**config.mk**
```make
export PLATFORM = sky130hd
export DESIGN_NAME = sprite_mem_arbiter
export DESIGN_NICKNAME = d
export VERILOG_FILES = /design/src/rtl/sprite_mem_arbiter.sv
export SDC_FILE = /design/constraint.sdc
export NUM_CORES = 1
export LEC_CHECK = 0
export BUFFER_PORTS_ARGS = -buffer_cell sky130_fd_sc_hd__buf_2
export CELL_PAD_IN_SITES_DETAIL_PLACEMENT = 1
export CELL_PAD_IN_SITES_GLOBAL_PLACEMENT = 1
export CORE_ASPECT_RATIO = 0.6
export CORE_MARGIN = 4
export CORE_UTILIZATION = 35
export DETAILED_ROUTE_END_ITERATION = 8
export PLACE_DENSITY_LB_ADDON = 0.15
export SYNTH_ARGS = -nofsm -noshare
export SYNTH_HDL_FRONTEND = slang
export SYNTH_SLANG_ARGS = --single-unit
```
**constraint.sdc**
```tcl
create_clock -name Clk -period 2.7 [get_ports Clk]
set_input_delay 0.405 -clock Clk [delete_from_list [all_inputs] [get_ports Clk]]
set_output_delay 0.405 -clock Clk [all_outputs]
set_load 0.1 [all_outputs]
```
**src/rtl/sprite_mem_arbiter.sv**
```systemverilog
// Three-way round-robin arbiter for a shared sprite memory with a fixed 2-cycle
// grant-to-data return pipeline and a per-scanline stall counter.
module sprite_mem_arbiter #(
  parameter int unsigned ADDR_W = 19,
  parameter int unsigned DATA_W = 4
) (
  input  logic              Clk,
  input  logic              Reset_n,
  input  logic [2:0]        req,
  input  logic [ADDR_W-1:0] addr0,
  input  logic [ADDR_W-1:0] addr1,
  input  logic [ADDR_W-1:0] addr2,
  input  logic              line_start,
  output logic [2:0]        gnt,
  output logic              mem_rd,
  output logic [ADDR_W-1:0] mem_addr,
  input  logic [DATA_W-1:0] mem_data,
  output logic              rd_valid,
  output logic [1:0]        rd_id,
  output logic [DATA_W-1:0] rd_data,
  output logic [7:0]        stall_cnt
);

  logic [2:0]        r_gnt;
  logic              r_mem_rd;
  logic [ADDR_W-1:0] r_mem_addr;
  logic [1:0]        r_last;
  logic              r_p1_valid;
  logic [1:0]        r_p1_id;
  logic              r_rd_valid;
  logic [1:0]        r_rd_id;
  logic [DATA_W-1:0] r_rd_data;
  logic [7:0]        r_stall;

  logic [1:0]        w_last_eff;
  logic [1:0]        w_start;
  logic [2:0]        w_elig;
  logic              w_win_vld;
  logic [1:0]        w_win_id;
  logic [ADDR_W-1:0] w_addr_sel;
  logic              w_stall;

  function automatic logic [1:0] rr_idx(input logic [1:0] start, input logic [1:0] off);
    logic [2:0] s;
    s = {1'b0, start} + {1'b0, off};
    return (s >= 3'd3) ? 2'(s - 3'd3) : s[1:0];
  endfunction

  always_comb begin
    w_win_vld  = 1'b0;
    w_win_id   = 2'd0;
    // line_start re-seeds the pointer for this very cycle's search
    w_last_eff = line_start ? 2'd1 : r_last;
    w_start    = (w_last_eff == 2'd2) ? 2'd0 : w_last_eff + 2'd1;
    // the requester shown a grant this cycle must not win again on the same sample
    w_elig     = req & ~r_gnt;
    for (int k = 2; k >= 0; k--) begin
      if (w_elig[rr_idx(w_start, 2'(k))]) begin
        w_win_vld = 1'b1;
        w_win_id  = rr_idx(w_start, 2'(k));
      end
    end
    unique case (w_win_id)
      2'd0:    w_addr_sel = addr0;
      2'd1:    w_addr_sel = addr1;
      default: w_addr_sel = addr2;
    endcase
    w_stall = |(req & ~r_gnt);
  end

  always_ff @(posedge Clk or negedge Reset_n) begin
    if (!Reset_n) begin
      r_gnt      <= 3'b000;
      r_mem_rd   <= 1'b0;
      r_mem_addr <= '0;
      r_last     <= 2'd2;
      r_p1_valid <= 1'b0;
      r_p1_id    <= 2'd0;
      r_rd_valid <= 1'b0;
      r_rd_id    <= 2'd0;
      r_rd_data  <= '0;
      r_stall    <= 8'd0;
    end else begin
      r_gnt    <= w_win_vld ? (3'b001 << w_win_id) : 3'b000;
      r_mem_rd <= w_win_vld;
      if (w_win_vld) begin
        r_mem_addr <= w_addr_sel;
        r_last     <= w_win_id;
      end else begin
        r_last     <= w_last_eff;
      end
      // r_last holds the winner of the grant currently on mem_rd
      r_p1_valid <= r_mem_rd;
      r_p1_id    <= r_last;
      r_rd_valid <= r_p1_valid;
      if (r_p1_valid) begin
        r_rd_id   <= r_p1_id;
        r_rd_data <= mem_data;
      end
      if (line_start) begin
        r_stall <= 8'd0;
      end else if (w_stall && (r_stall != 8'hFF)) begin
        r_stall <= r_stall + 8'd1;
      end
    end
  end

  assign gnt       = r_gnt;
  assign mem_rd    = r_mem_rd;
  assign mem_addr  = r_mem_addr;
  assign rd_valid  = r_rd_valid;
  assign rd_id     = r_rd_id;
  assign rd_data   = r_rd_data;
  assign stall_cnt = r_stall;

endmodule
```
=== Word level (Yosys, flattened, before mapping) ===
Cells that the tools add are included.

* Shift-type cells: 1
* Order comparisons: 6
* Bitwise gates (word level): 2
* Add/sub/neg operators: 7
* Equality and inequality tests: 3
* Reduce and logical (&&, ||, !) cells: 4
* Muxes and demuxes: 22

{| class="wikitable"
|+ Operator list
! operator !! count
|-
| 19-bit one-hot mux with 2 select lines || 1
|-
| 2-bit 2-to-1 mux || 9
|-
| 8-bit 2-to-1 mux || 2
|-
| 2-bit by 3-bit less-than comparator with 1-bit output, second input constant || 3
|-
| 8-bit by 1-bit adder with 8-bit output, second input constant || 1
|-
| 8-bit != test, second input constant || 1
|-
| 1-bit binary-select mux with 2-bit select || 3
|-
| 3-bit by 2-bit greater-or-equal comparator with 1-bit output, second input constant || 2
|-
| 1-bit 2-to-1 mux || 6
|-
| 2-bit subtractor, second input constant || 3
|-
| 2-bit by 1-bit adder with 3-bit output, second input constant || 1
|-
| 2-bit by 2-bit adder with 3-bit output, second input constant || 1
|-
| 3-bit AND || 1
|-
| 3-bit 2-to-1 mux || 1
|-
| 3-bit inverter || 1
|-
| 3-bit OR reduction || 1
|-
| 1-bit by 2-bit << shifter with 3-bit output, first input constant || 1
|-
| 2-bit by 1-bit adder with 2-bit output, second input constant || 1
|-
| 2-bit by 1-bit equality test with 1-bit output, second input constant || 1
|-
| 2-bit equality test, second input constant || 1
|-
| 2-bit greater-or-equal comparator, second input constant || 1
|-
| 2-bit zero test || 1
|-
| 2-bit nonzero test || 1
|-
| 1-bit logical AND || 1
|}

* Register bits: 43
* Logic and storage cells: 55
* Output and inout bits: 38
* Bits of input ports: 67

=== Logic depth before layout (Yosys ltp) ===
Gate-level depths: netlist of the first run.

* Word-level depth: 13
* Depth in mapped cells: 7
* Depth with buffers taken out: 5

=== Worst setup path after synthesis of the first run ===
OpenSTA, ideal clock, no wires.

* Path type: reg-to-reg
* From: reg r_stall[0] (netlist: stall_cnt[0])
* To: reg r_stall[5] (netlist: stall_cnt[5])
* Path buffers: 1
* Data arrival time: 2269 ps
* Path slack: 354 ps
* Data required time: 2623 ps
* Library setup time: 77 ps
* Period minus slack after synthesis: 2346 ps
* Stages on the path, launching flop included: 7
* Cell sequence: dfrtp_1 > ha_1 > and2_1 > and4_4 > buf_6 > or4_1 > a21oi_1

* Longest elaborated chain between the ends: 3
* Elaborated cells between the ends (all ways): 6
* Classes of those cells: add/sub: 1; eq/ne: 1; mux: 2; reduce/logical: 2

{| class="wikitable"
|+ RTL lines
! what !! line !! source
|-
| start, declared || 33 || <nowiki>logic [7:0] r_stall;</nowiki>
|-
| start signal, assigned || 103 || <nowiki>r_stall <= r_stall + 8'd1;</nowiki>
|-
| 8-bit by 1-bit adder with 8-bit output or 8-bit != test (tied branches) || 103, 102 ||
|-
| 8-bit 2-to-1 mux or 1-bit logical AND (tied branches) || 102 || <nowiki>end else if (w_stall && (r_stall != 8'hFF)) begin</nowiki>
|-
| 8-bit 2-to-1 mux or 2-bit nonzero test (tied branches) || n/a ||
|}

Several ways; a longest one is shown, not always the timed one. The select of a mux whose other input is x is not followed.
A chain may end at the register's enable or synchronous reset.

=== Worst setup path after layout of the first run ===
* From: reg r_gnt[0] (netlist: gnt[0])
* To: reg r_mem_addr[0] (netlist: mem_addr[0])

* Longest elaborated chain between the ends: 9
* Elaborated cells between the ends (all ways): 17
* Classes of those cells: eq/ne: 1; mux: 13; bitwise: 2; reduce/logical: 1

{| class="wikitable"
|+ RTL lines
! what !! line !! source
|-
| start, declared || 24 || <nowiki>logic [2:0] r_gnt;</nowiki>
|-
| start signal, assigned || 84 || <nowiki>r_gnt <= w_win_vld ? (3'b001 << w_win_id) : 3'b000;</nowiki>
|-
| 3-bit inverter (*) || 56 || <nowiki>w_elig = req & ~r_gnt;</nowiki>
|-
| 3-bit AND (*) || 56 ||
|-
| 1-bit binary-select mux with 2-bit select || 58 || <nowiki>if (w_elig[rr_idx(w_start, 2'(k))]) begin</nowiki>
|-
| 1-bit 2-to-1 mux (implied by the code) || 58 ||
|-
| 2-bit 2-to-1 mux (3 in a row) || 58 ||
|-
| 2-bit by 1-bit equality test with 1-bit output or 2-bit zero test (tied branches) || 63 || <nowiki>unique case (w_win_id)</nowiki>
|-
| 19-bit one-hot mux with 2 select lines || 63 ||
|-
| end signal, assigned || 87 || <nowiki>r_mem_addr <= w_addr_sel;</nowiki>
|-
| end, declared || 26 || <nowiki>logic [ADDR_W-1:0] r_mem_addr;</nowiki>
|}

Mark *: on every way between the ends. The rest lies on a longest branch, timed or not. The select of a mux whose other input is x is not followed.

==> impl_metrics.json, run 1 <==
{
  "status": "complete, no violations",
  "ctsResizeCount": 0,
  "p_clk_frac": 0.151,
  "p_switching_w": 0.00158,
  "post-route-util": 0.472,
  "fin_worst_skew_ns": 0.00617,
  "grt_usage": 0.196,
  "row_count": 22,
  "die-height_um": 70.6,
  "clk_latency_ns": 0.30,
  "cp_data_required_time_ns": 2.85,
  "diodes": 0,
  "min_period_ns": 2.12,
  "syn_to_final_growth_pct": 28.7,
  "p_int_w": 0.00126,
  "firstDrtPassIters": 4,
  "drc": 0,
  "seqPwrFrac": 0.312,
  "fmax_ghz": 0.472,
  "fin_cells": 400,
  "place_congestion": 0.773,
  "tightest_slew_ns": 0.953,
  "rsz0062_at_grt": "false",
  "io_buffer_count": 104,
  "drv_slew": 0,
  "rr_startpoint": "gnt[0]$_DFF_PN0_",
  "clk_pin_slew_ns": 0.09,
  "numCtsBuffers": 5,
  "nets": 383,
  "cts_tree": "yes",
  "drtIter0Drc": 96,
  "critical_path_arrival_ns": 2.27,
  "coreArea_um2": 6220,
  "p_sw_frac": 0.556,
  "hold_buffers": 0,
  "start_util": 0.367,
  "pin_count": 105,
  "critPathLaunchType": "register",
  "end_kind": "register",
  "synth_edf_count": 0,
  "worst-r2r-setup-slack_ns": 0.58,
  "p_comb_frac": 0.538,
  "critPathKind": "register to register",
  "clk_path_buf_depth": 2,
  "first_global_vias": 2421,
  "synth_cell_type_count": 39,
  "vias": 2299,
  "grt_max_degree": 44,
  "drt_wl_total_um": 7680,
  "syn_inst": 223,
  "cts-htree-levels": 2,
  "leakage_nw": 1.26,
  "vdd_drop_max_mv": 0.550,
  "syn_area_um2": 2280,
  "yosysWarnings": 0,
  "place_area_um2": 2850,
  "ys.flop_type": "dfrtp_1",
  "grt_antenna_before_repair": 0,
  "ant_nets": 0,
  "synth_nets": 291,
  "ys_ff_latch": 43,
  "ys_seq_area_frac": 0.472,
  "period_share": 0.785,
  "fin_setup_tns_ns": 0,
  "holdCritPathClass": "input pin to asynchronous set/reset pin",
  "wl_per_cell_um": 19.2,
  "finalSetupViolations": 0,
  "via_per_inst": 5.75,
  "hold_viol": 0,
  "post-cts-setup-buffers": 0,
  "avgSynthCellArea_um2": 10.2,
  "dp_cells": 392,
  "grt_pass1_wl_um": 12600,
  "cts.sinks": 43,
  "drive_gt1_frac": 0.427,
  "crit_fanout": 23,
  "hpwl_um": 5650,
  "slew_headroom": 0.365,
  "root_buffer": "clkbuf_8",
  "finalInstanceArea_um2": 2940,
  "overflow": 0,
  "startpoint": "gnt[0]$_DFF_PN0_",
  "die_w_um": 112,
  "die_area_um2": 7920,
  "async_flop_share": 1.00,
  "p_per_area_nw_per_um2": 968,
  "cap_violations": 0
}
routing by layer:
metal	wire length (um)	track usage	vias to the layer above
met5	0	0	-
met4	19	0.0360	0
met3	489	0.0453	2
met1	3850	0.298	1143
met2	3310	0.288	80
li1	-	-	1074
power groups by stage:
stage / Clock, W / Sequential (W) / Combinational (W)
floorplan: 0 / 0.00176 / 0.000353
global placement: 0 / 0.000897 / 0.00152
detailed placement: 0 / 0.000897 / 0.00153
CTS: 0.000438 / 0.000885 / 0.00154
global route: 0.000476 / 0.000908 / 0.00160
finish: 0.000428 / 0.000886 / 0.00153
cell type report:
class	count	area, um^2
sequential	43	1080
clock buffer	5	68.8
inverter	2	7.51
multi-input combinational	153	1090
clock inverter	3	23.8
timing repair buffer	110	566
tap	84	105
fill	754	3280
Yosys cell counts (all sizes together) (2+ instances only):
master | count | area [um^2]
mux2 | 6 | 67.6
nand2 | 2 | 7.51
buf | 14 | 78.8
dfrtp | 42 | 1050
nor4b | 20 | 175
o31ai | 4 | 30.0
or4 | 5 | 37.5
clkbuf | 11 | 51.3
o21bai | 2 | 15.0
nor2b | 2 | 12.5
o311ai | 19 | 166
inv | 2 | 7.50
o21ai | 21 | 105
a21oi | 7 | 35.0
nand3 | 23 | 115
a31oi | 20 | 125
and2b | 2 | 20.0
and2 | 3 | 18.8
nor3 | 5 | 36.3
worst max-delay path, cell delays in order (launching register included):
cell and delay (ns):
dfrtp_1 0.38, and2b_4 0.30, nor3_4 0.49, inv_2 0.34
o21ai_0 0.30, o311ai_0 0.16
flip-flops by register name, indices dropped and copies added, names as in the netlist:
register,cells
mem_rd,1
rd_valid,1
r_last,2
r_p1_valid,1
mem_addr,19
stall_cnt,8
gnt,3
rd_data,4
r_p1_id,2
rd_id,2
cell families after synthesis:
| group | share of synthesized area |
|---|---|
| AND/OR/NAND/NOR | 0.209 |
| flip-flops | 0.472 |
| multiplexers | 0.0296 |
| AO/OA/AOI/OAI | 0.223 |
| buffers and inverters | 0.0603 |
| adder cells (fa/ha/maj) | 0.00548 |
path summary, 6_finish.rpt:
kind / endpoint / cells past startpoint
max: mem_addr[0]$_DFFE_PN0N_ / 5
min: rd_data[2]$_DFFE_PN0P_ / 1
max reg2reg: mem_addr[0]$_DFFE_PN0N_ / 5
min reg2reg: r_p1_valid$_DFF_PN0_ / 0
max in group asynchronous: mem_addr[6]$_DFFE_PN0N_ / 1
min in group Clk: rd_data[1]$_DFFE_PN0P_ / 2
per-stage QoR:
step	power (W)	hold WS [ns]	setup slack (ns)
final	0.00284	0.245	0.581
after CTS	0.00286	0.284	0.559
after global placement	0.00241	0.359	0.534
after detailed placement	0.00243	0.358	0.428
after floorplan	0.00211	0.109	0.354
after global routing	0.00298	0.317	0.364
cell usage in the layout, fill, tap and decap left out, types with 2 or more instances in the layout:
| cell type | n |
|---|---|
| a21oi_1 | 7 |
| buf_2 | 104 |
| a31oi_1 | 20 |
| dfrtp_1 | 42 |
| o311ai_1 | 13 |
| o31ai_1 | 4 |
| clkbuf_8 | 5 |
| nand2_1 | 2 |
| and2_1 | 3 |
| mux2_2 | 6 |
| nor3_1 | 4 |
| buf_4 | 6 |
| and2b_4 | 2 |
| or4_1 | 5 |
| clkinvlp_4 | 2 |
| o311ai_0 | 6 |
| nand3_1 | 23 |
| nor4b_1 | 20 |
| o21ai_0 | 21 |
Power figures use the tool's default switching activity.
==> inputs of run 2 (changes only) <==
--- a/config.mk
+++ b/config.mk
@@ -5,12 +5,13 @@
 export SDC_FILE = /design/constraint.sdc
 export NUM_CORES = 1
 export LEC_CHECK = 0
+export ABC_AREA = 1
 export BUFFER_PORTS_ARGS = -buffer_cell sky130_fd_sc_hd__buf_2
 export CELL_PAD_IN_SITES_DETAIL_PLACEMENT = 1
 export CELL_PAD_IN_SITES_GLOBAL_PLACEMENT = 1
 export CORE_ASPECT_RATIO = 0.6
 export CORE_MARGIN = 4
-export CORE_UTILIZATION = 35
+export CORE_UTILIZATION = 30
 export DETAILED_ROUTE_END_ITERATION = 8
 export PLACE_DENSITY_LB_ADDON = 0.15
 export SYNTH_ARGS = -nofsm -noshare
==> constraint.sdc (replaced) <==
create_clock -name Clk -period 1.8 [get_ports Clk]
set_input_delay 0.27 -clock Clk [delete_from_list [all_inputs] [get_ports Clk]]
set_output_delay 0.27 -clock Clk [all_outputs]
set_load 0.1 [all_outputs]
==> run 2 against run 1 <==
Flip-flop and latch count stayed put. Non-clock buffer count is 15 higher. Core utilization is 0.47 points lower. Via count is 0.91% higher. Register-to-register slack worse by 0.52 ns. Final area is 19% higher.
==> impl_metrics.json, run 2 <==
{
  "place_congestion": 0.814,
  "grt_usage": 0.159,
  "ant_nets": 0,
  "row_count": 24,
  "end_kind": "register",
  "grt_pass1_wl_um": 11900,
  "cts.sinks": 43,
  "period_share": 0.965,
  "dp_cells": 511,
  "synthTopCellsByCount": "66 x nand2_1, 45 x nand3_1, 42 x dfrtp_1",
  "nFillCells": 933,
  "drt_wl_total_um": 7620,
  "cts-htree-levels": 2,
  "holdCritPathClass": "input pin to register",
  "ys.flop_type": "dfrtp_1",
  "via_per_inst": 4.39,
  "async_flop_share": 1.00,
  "synth_top_area_share": 0.443,
  "nets": 491,
  "tightest_slew_ns": 0.512,
  "synth_cell_type_count": 32,
  "m1WireLength_um": 3940,
  "cts_tree": "yes",
  "crit_fanout": 17,
  "avgSynthCellArea_um2": 7.93,
  "whs_ns": 0.204,
  "path_cells": "nor2_2, inv_1, nand3_4, buf_4, nand3_2, buf_12, nand2_1, nand3_1, nand2_1, inv_1",
  "fin_worst_skew_ns": 0.00609,
  "finalSetupViolations": 0,
  "final_cell_mix": "104 x buf_2, 60 x nand2_1, 43 x nand3_1",
  "die-height_um": 76.9,
  "clk_pin_slew_ns": 0.07,
  "place_ws_ns": -0.0143,
  "root_buffer": "clkbuf_16",
  "critical_path_arrival_ns": 1.92,
  "die_area_um2": 9440,
  "largest_reg_flops": 19,
  "fin_setup_tns_ns": 0,
  "drc": 0,
  "critPathKind": "register to register",
  "hpwl_um": 5740,
  "topRoutingLayerUsed": "met4",
  "clk_latency_ns": 0.29,
  "min_period_ns": 1.74,
  "grt_antenna_before_repair": 0,
  "fin_cells": 528,
  "rsz0062_at_grt": "true",
  "slew_headroom": 0.661,
  "ys_seq_area_frac": 0.454,
  "hold_viol": 0,
  "drv_slew": 0,
  "drive_gt1_frac": 0.507,
  "firstDrtPassIters": 4,
  "synthTopCellsByArea": "dfrtp_1 44%, nand2_1 10%, nand3_1 9.5%",
  "wl_per_cell_um": 14.4,
  "syn_inst": 299,
  "max_stage_delay_ns": 0.47,
  "pin_count": 105,
  "drtIter0Drc": 105,
  "wl_met3_um": 641,
  "clk_path_buf_depth": 2,
  "die_w_um": 123,
  "diodes": 0,
  "slowest_stage": "dfrtp_4",
  "status": "complete, no violations",
  "io_buffer_count": 104,
  "grt_max_degree": 27,
  "critPathLaunchType": "register",
  "setup_ws_ns": 0.0621,
  "yosysMostFrequentCell": "nand2_1",
  "layout_commonest_cell": "buf_2",
  "route.met2.wl_um": 2960,
  "numCtsBuffers": 5,
  "syn_area_um2": 2370,
  "synth_edf_count": 0,
  "overflow": 0,
  "vias": 2320,
  "cap_violations": 0,
  "first_global_vias": 2400,
  "syn_to_final_growth_pct": 47.4,
  "cp_data_required_time_ns": 1.99,
  "coreArea_um2": 7480,
  "fmax_ghz": 0.575,
  "start_util": 0.317,
  "yosysWarnings": 0,
  "ys_ff_latch": 43,
  "synth_nets": 367,
  "synth_top_cell_by_area": "dfrtp_1"
}
run 2: repair_timing:
item | CTS | global route
pin swaps | 1 | 10
hold buffers | 1 | 0
setup buffers | 3 | 3
gates resized for setup | 0 | 28
setup endpoints to repair | 16 | 23
cloned | 0 | 2
endpoints found under the hold margin | 17 | 0
run 2: critical path, delay by kind of cell (launching register included):
family	cells	cell delay [ns]
simple gates	6	0.62
buf+inv	4	0.53
flops	1	0.47
run 2: worst paths after layout:
check / start / endpoint / slack, ns / cells past startpoint
min in group asynchronous: Reset_n / rd_data[0]$_DFFE_PN0P_ / 0.45 / 2
min reg2reg: mem_rd$_DFF_PN0_ / r_p1_valid$_DFF_PN0_ / 0.39 / 0
max reg2reg: gnt[0]$_DFF_PN0_ / mem_addr[14]$_DFFE_PN0N_ / 0.06 / 10
min: mem_data[1] / rd_data[1]$_DFFE_PN0P_ / 0.20 / 2
max in group asynchronous: Reset_n / r_last[1]$_DFF_PN1_ / 0.77 / 3
max: gnt[0]$_DFF_PN0_ / mem_addr[14]$_DFFE_PN0N_ / 0.06 / 10
run 2: cell families after synthesis:
logic type / count (synthesis) / synth area share
XOR/XNOR: 2 / 0.00739
adder cells (fa/ha/maj): 1 / 0.00527
AO/OA/AOI/OAI: 11 / 0.0317
AND/OR/NAND/NOR: 187 / 0.383
buffers and inverters: 49 / 0.0897
flip-flops: 43 / 0.454
multiplexers: 6 / 0.0285
run 2: layout make-up:
class / count / area [um^2] / area share
Clock inverter: 3 / 23.8 / 0.00680
Timing Repair Buffer: 125 / 756 / 0.216
Inverter: 40 / 166 / 0.0476
Timing Repair inverter: 1 / 7.51 / 0.00215
Multi-Input combinational cell: 207 / 1190 / 0.339
Tap cell: 104 / 130 / 0.0372
Sequential cell: 43 / 1100 / 0.315
Clock buffer: 5 / 125 / 0.0358
run 2: through the flow:
step	cell area, um^2	util
2_1_floorplan	2420	-
3_3_place_gp	3160	0.422
3_5_place_dp	3160	0.422
4_1_cts	3340	0.446
5_1_grt	3500	0.468
6_report	3500	0.468
run 2: layer usage:
metal	vias to the layer above	GRT usage
met4	0	0.0469
met5	-	0
met2	79	0.221
met3	8	0.0500
met1	1047	0.234
li1	1186	-
Power of run 2 is left out: the tool's default activity adds up to more than one toggle a clock period on the data nets, which glitch-free logic cannot reach.
